===== config.mk =====
export PLATFORM = sky130hd
export DESIGN_NAME = aud_player
export DESIGN_NICKNAME = d
export VERILOG_FILES = /design/src/rtl/aud_pkg.sv /design/src/rtl/aud_shift_out.sv /design/src/rtl/aud_player.sv
export SDC_FILE = /design/constraint.sdc
export NUM_CORES = 1
export LEC_CHECK = 0
export BUFFER_PORTS_ARGS = -buffer_cell sky130_fd_sc_hd__buf_2
export CAP_MARGIN = 15
export CORE_MARGIN = 3
export CORE_UTILIZATION = 50
export DETAILED_ROUTE_END_ITERATION = 7
export PLACE_DENSITY = 0.75
export SLEW_MARGIN = 20
export SYNTH_ARGS = -nofsm -noshare
export SYNTH_HDL_FRONTEND = slang
export SYNTH_HIERARCHICAL = 1
export SYNTH_SLANG_ARGS = --single-unit

===== constraint.sdc =====
create_clock -name i_clk -period 3.7 [get_ports i_clk]
set_clock_uncertainty 0.05 [all_clocks]
set_input_delay 0.185 -clock i_clk [delete_from_list [all_inputs] [get_ports i_clk]]
set_output_delay 0.185 -clock i_clk [all_outputs]
set_load 0.05 [all_outputs]

===== src/rtl/aud_pkg.sv =====
// Shared definitions for the WM8731 audio playback path: FSM states and
// default sample/address widths.
package aud_pkg;

    localparam int SAMPLE_W_DEF = 16;
    localparam int ADDR_W_DEF   = 20;

    typedef enum logic [2:0] {
        IDLE,
        WAIT_L,
        SEND_L,
        WAIT_R,
        SEND_R,
        PAUSE
    } state_e;

endpackage


===== src/rtl/aud_shift_out.sv =====
// Parallel-load, MSB-first serialiser with a bit counter. It is shared by the
// left and right slots; the last bit of a sample is flagged on last_o.
module aud_shift_out
    import aud_pkg::*;
#(
    parameter int SAMPLE_W = SAMPLE_W_DEF
) (
    input  logic                i_clk,
    input  logic                i_rst_n,
    input  logic                load_i,
    input  logic                shift_i,
    input  logic [SAMPLE_W-1:0] data_i,
    output logic                msb_o,
    output logic                last_o
);

    localparam int CNT_W = $clog2(SAMPLE_W + 1);

    logic [SAMPLE_W-1:0] shift_q, shift_d;
    logic [CNT_W-1:0]    count_q, count_d;

    // Load restarts the count; otherwise each shift moves one bit out.
    always_comb begin
        shift_d = shift_q;
        count_d = count_q;
        if (load_i) begin
            shift_d = data_i;
            count_d = '0;
        end else if (shift_i) begin
            shift_d = {shift_q[SAMPLE_W-2:0], 1'b0};
            count_d = count_q + CNT_W'(1);
        end
    end

    always_ff @(posedge i_clk or negedge i_rst_n) begin
        if (!i_rst_n) begin
            shift_q <= '0;
            count_q <= '0;
        end else begin
            shift_q <= shift_d;
            count_q <= count_d;
        end
    end

    assign msb_o  = shift_q[SAMPLE_W-1];
    assign last_o = (count_q == CNT_W'(SAMPLE_W - 1));

endmodule


===== src/rtl/aud_player.sv =====
// Plays mono samples from SRAM to a WM8731 DAC in I2S format, sending each
// sample to both the left and right slots, with start/pause/stop control.
module aud_player
    import aud_pkg::*;
#(
    parameter int SAMPLE_W = SAMPLE_W_DEF,
    parameter int ADDR_W   = ADDR_W_DEF
) (
    input  logic                i_clk,
    input  logic                i_rst_n,
    input  logic                i_lrc,
    input  logic                i_start,
    input  logic                i_pause,
    input  logic                i_stop,
    input  logic [ADDR_W-1:0]   i_end_addr,
    input  logic [SAMPLE_W-1:0] i_sram_data,
    output logic [ADDR_W-1:0]   o_address,
    output logic                o_dacdat,
    output logic                o_playing,
    output logic                o_finished
);

    state_e state_q, state_d;

    logic              lrc_q;
    logic              fallEdge;
    logic              riseEdge;
    logic              atEnd;
    logic              shiftLoad;
    logic              shiftEn;
    logic              shiftMsb;
    logic              shiftLast;
    logic              sampleDone;
    logic [ADDR_W-1:0] address_q, address_d;
    logic              dacdat_q, dacdat_d;
    logic              finished_q, finished_d;
    logic              pauseReq_q, pauseReq_d;

    assign fallEdge = lrc_q & ~i_lrc;
    assign riseEdge = ~lrc_q & i_lrc;
    assign atEnd    = (address_q == i_end_addr);

    aud_shift_out #(.SAMPLE_W(SAMPLE_W)) u_shift (
        .i_clk   (i_clk),
        .i_rst_n (i_rst_n),
        .load_i  (shiftLoad),
        .shift_i (shiftEn),
        .data_i  (i_sram_data),
        .msb_o   (shiftMsb),
        .last_o  (shiftLast)
    );

    always_ff @(posedge i_clk or negedge i_rst_n) begin
        if (!i_rst_n) begin
            state_q <= IDLE;
        end else begin
            state_q <= state_d;
        end
    end

    // Stop overrides every other transition, including the end-of-sample decision.
    always_comb begin
        state_d = state_q;
        case (state_q)
            IDLE:    if (i_start)   state_d = WAIT_L;
            WAIT_L:  if (fallEdge)  state_d = SEND_L;
            SEND_L:  if (shiftLast) state_d = WAIT_R;
            WAIT_R:  if (riseEdge)  state_d = SEND_R;
            SEND_R: begin
                if (shiftLast) begin
                    if (atEnd)                       state_d = IDLE;
                    else if (i_pause || pauseReq_q)  state_d = PAUSE;
                    else                             state_d = WAIT_L;
                end
            end
            PAUSE:   if (i_start)   state_d = WAIT_L;
            default:                state_d = IDLE;
        endcase
        if (i_stop) begin
            state_d = IDLE;
        end
    end

    always_comb begin
        o_playing  = 1'b1;
        shiftLoad  = 1'b0;
        shiftEn    = 1'b0;
        sampleDone = 1'b0;
        case (state_q)
            IDLE, PAUSE: o_playing = 1'b0;
            WAIT_L:      shiftLoad = fallEdge & ~i_stop;
            SEND_L:      shiftEn   = 1'b1;
            WAIT_R:      shiftLoad = riseEdge & ~i_stop;
            SEND_R: begin
                shiftEn    = 1'b1;
                sampleDone = shiftLast;
            end
            default:     o_playing = 1'b0;
        endcase
    end

    // The address only moves at a sample boundary, well before the next load.
    always_comb begin
        address_d  = address_q;
        dacdat_d   = shiftEn ? shiftMsb : 1'b0;
        finished_d = 1'b0;
        pauseReq_d = pauseReq_q;
        if (o_playing && i_pause) begin
            pauseReq_d = 1'b1;
        end
        if (sampleDone) begin
            if (atEnd) begin
                address_d  = '0;
                finished_d = 1'b1;
            end else begin
                address_d = address_q + ADDR_W'(1);
            end
        end
        if (state_d == IDLE || state_d == PAUSE) begin
            pauseReq_d = 1'b0;
        end
        if (i_stop) begin
            address_d  = '0;
            dacdat_d   = 1'b0;
            finished_d = 1'b0;
            pauseReq_d = 1'b0;
        end
    end

    always_ff @(posedge i_clk or negedge i_rst_n) begin
        if (!i_rst_n) begin
            lrc_q      <= 1'b0;
            address_q  <= '0;
            dacdat_q   <= 1'b0;
            finished_q <= 1'b0;
            pauseReq_q <= 1'b0;
        end else begin
            lrc_q      <= i_lrc;
            address_q  <= address_d;
            dacdat_q   <= dacdat_d;
            finished_q <= finished_d;
            pauseReq_q <= pauseReq_d;
        end
    end

    assign o_address  = address_q;
    assign o_dacdat   = dacdat_q;
    assign o_finished = finished_q;

endmodule

-- Word-level counts from Yosys, hierarchy flattened
Cells that the tools add are included.
W data, S select, Z words.
- register bits: 48
- output and inout bits: 23
- logic and storage cells: 64
- add/subtract/negate cells: 2
- eq/ne operators: 8
- mux-type cells: 28
- bitwise operators: 7
- reduce and logical (&&, ||, !) cells: 11
- operators with widths (cell ; count):
    $mux W20 ; 3
    $mux W16 ; 2
    $mux W3 ; 8
    $add A20 B1 Y20 const B ; 1
    $eq A20 B20 Y1 ; 1
    $pmux W3 S5 ; 1
    $mux W1 ; 11
    $mux W5 ; 2
    $eq A3 B3 Y1 const B ; 3
    $eq A3 B2 Y1 const B ; 2
    $logic_not A3 Y1 ; 2
    $add A5 B1 Y5 const B ; 1
    $eq A5 B4 Y1 const B ; 1
    $and A1 B1 Y1 ; 4
    $reduce_bool A2 Y1 ; 2
    $reduce_or A2 Y1 ; 2
    $reduce_or A4 Y1 ; 1
    $eq A3 B1 Y1 const B ; 1
    $not A1 Y1 ; 3
    $reduce_bool A3 Y1 ; 1
    $logic_or A1 B1 Y1 ; 2
    $pmux W1 S2 ; 1
    $logic_and A1 B1 Y1 ; 1

-- Depth between registers and ports, before layout
- depth in word-level cells: 10
- mapped depth: 9
- mapped depth without buffers: 9

-- By module
The synthesis kept the hierarchy.
- modules (own cells, without submodules) (module ; times used ; cells an instance ; area each (um^2) ; sequential area each (um^2)):
    aud_player ; 1 ; 194 ; 1798.0 ; 675.6
    aud_shift_out ; 1 ; 93 ; 1014.7 ; 525.5

-- Worst setup path before layout
No wires, ideal clock.
- kind: register -> register
- start point: reg u_shift.count_q[0]
- end point: reg address_q[19], in the netlist o_address[19]
- arrival: 2.047 ns
- data required time: 3.522 ns
- path slack: 1.476 ns
- cell stages (with the launch flop): 10
- clock period less this slack: 2.224 ns
- cell sequence: dfrtp_1 -> ha_1 -> and3_1 -> ha_1 -> and4bb_1 -> nor2_4 -> or4_4 -> nor2_4 -> xnor2_1 -> nor2_2
- longest elaborated chain between the ends: 3
- ends and longest elaborated chain (item ; RTL line ; RTL):
    start, declared ; aud_shift_out.sv:20 ; logic [CNT_W-1:0] count_q, count_d;
    start signal, assigned ; aud_shift_out.sv:41 ; count_q <= count_d;
    $eq A5 B4 Y1 ; aud_shift_out.sv:46 ; assign last_o = (count_q == CNT_W'(SAMPLE_W - 1));
    named net shiftLast ; aud_player.sv:32 ; logic shiftLast;
    $mux W1 ; aud_player.sv:89 ; case (state_q)
    $reduce_bool A2 Y1 (no line) ; -- ;
    end signal, assigned ; aud_player.sv:139 ; address_q <= address_d;
    end, declared ; aud_player.sv:34 ; logic [ADDR_W-1:0] address_q, address_d;
The timed path passes the listed nets, and every way through them passes these cells.
A chain may end at the register's enable or synchronous reset.

-- Final worst setup path
- start point: reg u_shift.count_q[0]
- end point: reg address_q[7], in the netlist o_address[7]
Same word-level chain as after synthesis.

==> results by group <==
Status
  • Outcome: completed

Setup path
  • Most frequent cell on the critical path: ha_1
  • CP Cell Sequence: ha_1 > and3_1 > ha_1 > and4bb_1 > nor2_4 > nor3b_1 > nand4_1 > xor2_1 > nor2_1
  • Buffers & Inverters on Critical Path: 0
  • CP max stage delay: 0.55 ns
  • Crit Path Max Fanout: 13
  • CP endpoint kind: register
  • Crit-path slowest cell: nor3b_1
  • Crit path max-delay family: simple AND/OR/NAND/NOR gates
  • R2R depth: 9
  • CP Data Required Time: 3.83 ns
  • WS Path Type: register to register
  • Crit path DAT: 2.68 ns
  • Reg-to-reg critical path endpoint: o_address[7]
  • Worst r2r src: u_shift/count_q[0]
  • CP Launch Type: register
  • Reg2Reg Setup Slack: 1.14 ns

Power and ir drop
  • Internal: 936.0 uW
  • Peak supply drop: 299.4 uV
  • Power density cells: 406.4 nW/um^2
  • NetSw: 390.6 uW
  • Switching Share: 29.44%
  • Comb power frac: 21.5%
  • Register share of total power: 53.6%
  • Leak Pwr: 0.001439 uW
  • Total power: 1327 uW
  • Clock group share of total power: 24.9%

Timing
  • Final min period: 2.555 ns
  • Tcrit/Tclk final: 69.07%
  • Hold WS: 0.03299 ns
  • Final hold vios: 0
  • Max Slew Vio Count: 0
  • Fmax: 391.3 MHz
  • Final Worst Setup Slack: 1.145 ns
  • Setup TNS Final: 0 ns
  • Slew @ Worst Pin: 0.6468 ns
  • # setup viols final: 0
  • Rel. slew slack: 56.84%
  • RSZ-0062 raised after global routing: no

Yosys
  • Syn. warnings: 6
  • Seq/Total Area, Yosys: 42.70%
  • Post-synth EDFFs: 0
  • Async SR Flop Fraction: 100.0%
  • Yosys reg bits: 48
  • Syn Nets: 332
  • Library cells used by synthesis: 55
  • Syn avg cell area: 9.800 um^2
  • Post-Syn Area: 2813 um^2
  • Post-synthesis cell count: 287
  • Post-synth top flop: dfrtp_1

Clock tree
  • Num Clock Sinks: 48
  • # resized after CTS: 0
  • CTS tree: built
  • Post-CTS Setup Repair Bufs: 0
  • Clk buf depth: 2
  • CTS HTree Levels: 2
  • CTS root buf: clkbuf_8
  • CTS Buf Count: 5
  • Clk_lat worst skew: 0.31 ns
  • Clock slew at the register clock pins of the worst setup and hold paths: 0.09 ns

Global routing
  • First-pass GRT wire length: 10.23 mm
  • Overall Global Routing Usage: 19.88%
  • Initial antenna violation count: 0
  • Pin count of the biggest net entering global routing: 49
  • Gr ovfl total: 0
  • Vias in the first global route: 2231

Floorplan
  • Width of the die: 81 um
  • Die ar.: 6561 um^2
  • CORE AREA: 5270 um^2
  • Die H: 81 um
  • I/O pin total: 65
  • Initial Util: 53.37%
  • Row count: 26

Flow run
  • Number of max-cap violations: 0

Hold path
  • HP Class: input pin to register
  • Worst hold start: i_sram_data[5]
  • Hold path endpoint: u_shift/shift_q[5]
  • Worst hold path depth: 3

Route
  • Residual DRC: 0
  • Average wire per standard cell: 14.26 um
  • Drt pass-1 iters: 4
  • Initial DRC count: 145
  • Via count: 2358
  • ANT nets after route: 0
  • Drt total wl: 5.960 mm
  • Post-DR vias/cell: 5.641

Finish
  • Most frequent cells in the layout: 63 x buf_2, 48 x dfrtp_1, 27 x nand2_1
  • Most common cell after layout, fill and taps aside: buf_2
  • Area Overhead vs Synth: 16.06%
  • Share of layout cells above drive strength 1: 27.01%
  • Non-Filler Instances: 418
  • # diodes: 0
  • Nets: 392

Placed design
  • DP Cell Count: 408
  • RePlAce Congestion: 0.8641
  • Port bufs: 64
  • Pre-CTS setup slack: 1.172 ns
  • Dpl hpwl: 4.327 mm
Yosys cell counts (2+ instances only):
| library cell | n | area, um^2 |
|---|---|---|
| a21o_1 | 3 | 22.52 |
| a21oi_1 | 7 | 35.03 |
| a21oi_2 | 2 | 17.52 |
| a22o_1 | 3 | 26.28 |
| a31oi_1 | 6 | 37.54 |
| and2_1 | 2 | 12.51 |
| and3_1 | 4 | 25.02 |
| buf_2 | 8 | 40.04 |
| buf_6 | 2 | 22.52 |
| clkbuf_1 | 2 | 7.510 |
| dfrtp_1 | 48 | 1201 |
| ha_1 | 3 | 37.54 |
| inv_1 | 4 | 15.01 |
| mux2i_1 | 18 | 180.2 |
| nand2_1 | 27 | 101.4 |
| nand2b_1 | 2 | 12.51 |
| nand3_1 | 10 | 50.05 |
| nand4_1 | 9 | 56.30 |
| nor2_1 | 21 | 78.83 |
| nor2_2 | 3 | 18.77 |
| nor2_4 | 2 | 22.52 |
| nor2b_1 | 4 | 25.02 |
| nor3_1 | 5 | 25.02 |
| nor3b_1 | 2 | 15.01 |
| nor4_1 | 3 | 18.77 |
| nor4bb_1 | 2 | 20.02 |
| o21a_1 | 2 | 15.01 |
| o21ai_0 | 12 | 60.06 |
| o21ai_1 | 13 | 65.06 |
| or2_2 | 2 | 12.51 |
| xnor2_1 | 25 | 219.0 |
| xor2_1 | 8 | 70.07 |
flip-flops by register name, indices dropped and copies added, names as in the netlist:
| register | cells |
|---|---|
| o_finished | 1 |
| u_shift/count_q | 5 |
| lrc_q | 1 |
| o_dacdat | 1 |
| state_q | 3 |
| o_address | 20 |
| u_shift/shift_q | 16 |
| pauseReq_q | 1 |
cell type report:
class                      count  area, um^2
timing repair buffer          68       357.8
clock inverter                 1       7.507
fill                         479        2006
multi-input combinational    220        1509
inverter                       4       15.01
sequential                    48        1201
clock buffer                   7       86.33
tap                           70       87.58
metal layers:
layer | up-vias | wire length, um | part of all wire (%) | track usage [%]
met5 | - | 0 | 0 | 0
met4 | 0 | 121 | 2.0 | 7.095
met3 | 14 | 328 | 5.5 | 3.437
met2 | 78 | 2921 | 49 | 33.09
met1 | 1136 | 2589 | 43 | 26.04
li1 | 1130 | - | - | -
kinds of logic after synthesis:
kind of cell	synth area share (%)
AND/OR/NAND/NOR	21.53
AO/OA/AOI/OAI	12.86
flip-flops	42.70
XOR/XNOR	10.28
multiplexers	7.340
buffers and inverters	3.959
adder cells (fa/ha/maj)	1.335
worst min-delay path, delay by kind of cell:
kind / cells / cell delay, ns
AOI/OAI and AO/OA: 1 / 0.06
buffers and inverters: 1 / 0.07
and+or+nand+nor: 1 / 0.04
power groups by stage:
stage                     clock [uW]  combinational (uW)  sequential, uW
after CTS                        339                 289             711
after global placement             0                 278             715
after detailed placement           0                 287             720
after floorplan                    0                 228             697
final                            330                 285             711
after global routing             357                 328             731
per-stage QoR:
stage	utilization (%)	area, um^2
finish	61.94	3264
global route	61.94	3264
CTS	61.70	3252
detailed placement	59.73	3148
global placement	59.73	3148
floorplan	-	2813
worst max-delay path by stage:
stage	from	end	slack [ns]	cells after the start
floorplan	u_shift/count_q[0]	o_address[19]	1.48	9
global placement	u_shift/count_q[0]	o_address[7]	1.31	9
detailed placement	u_shift/count_q[0]	o_address[7]	1.17	9
CTS	u_shift/count_q[0]	o_address[7]	1.15	9
global route	u_shift/count_q[0]	o_address[13]	0.88	9
finish	u_shift/count_q[0]	o_address[7]	1.14	9
what timing repair did:
action                                  4_1_cts  5_1_grt
hold buffers                                  1        1
hold endpoints to repair                      1       48
endpoints found under the setup margin        0        0
(Power assumes the default switching activity.)
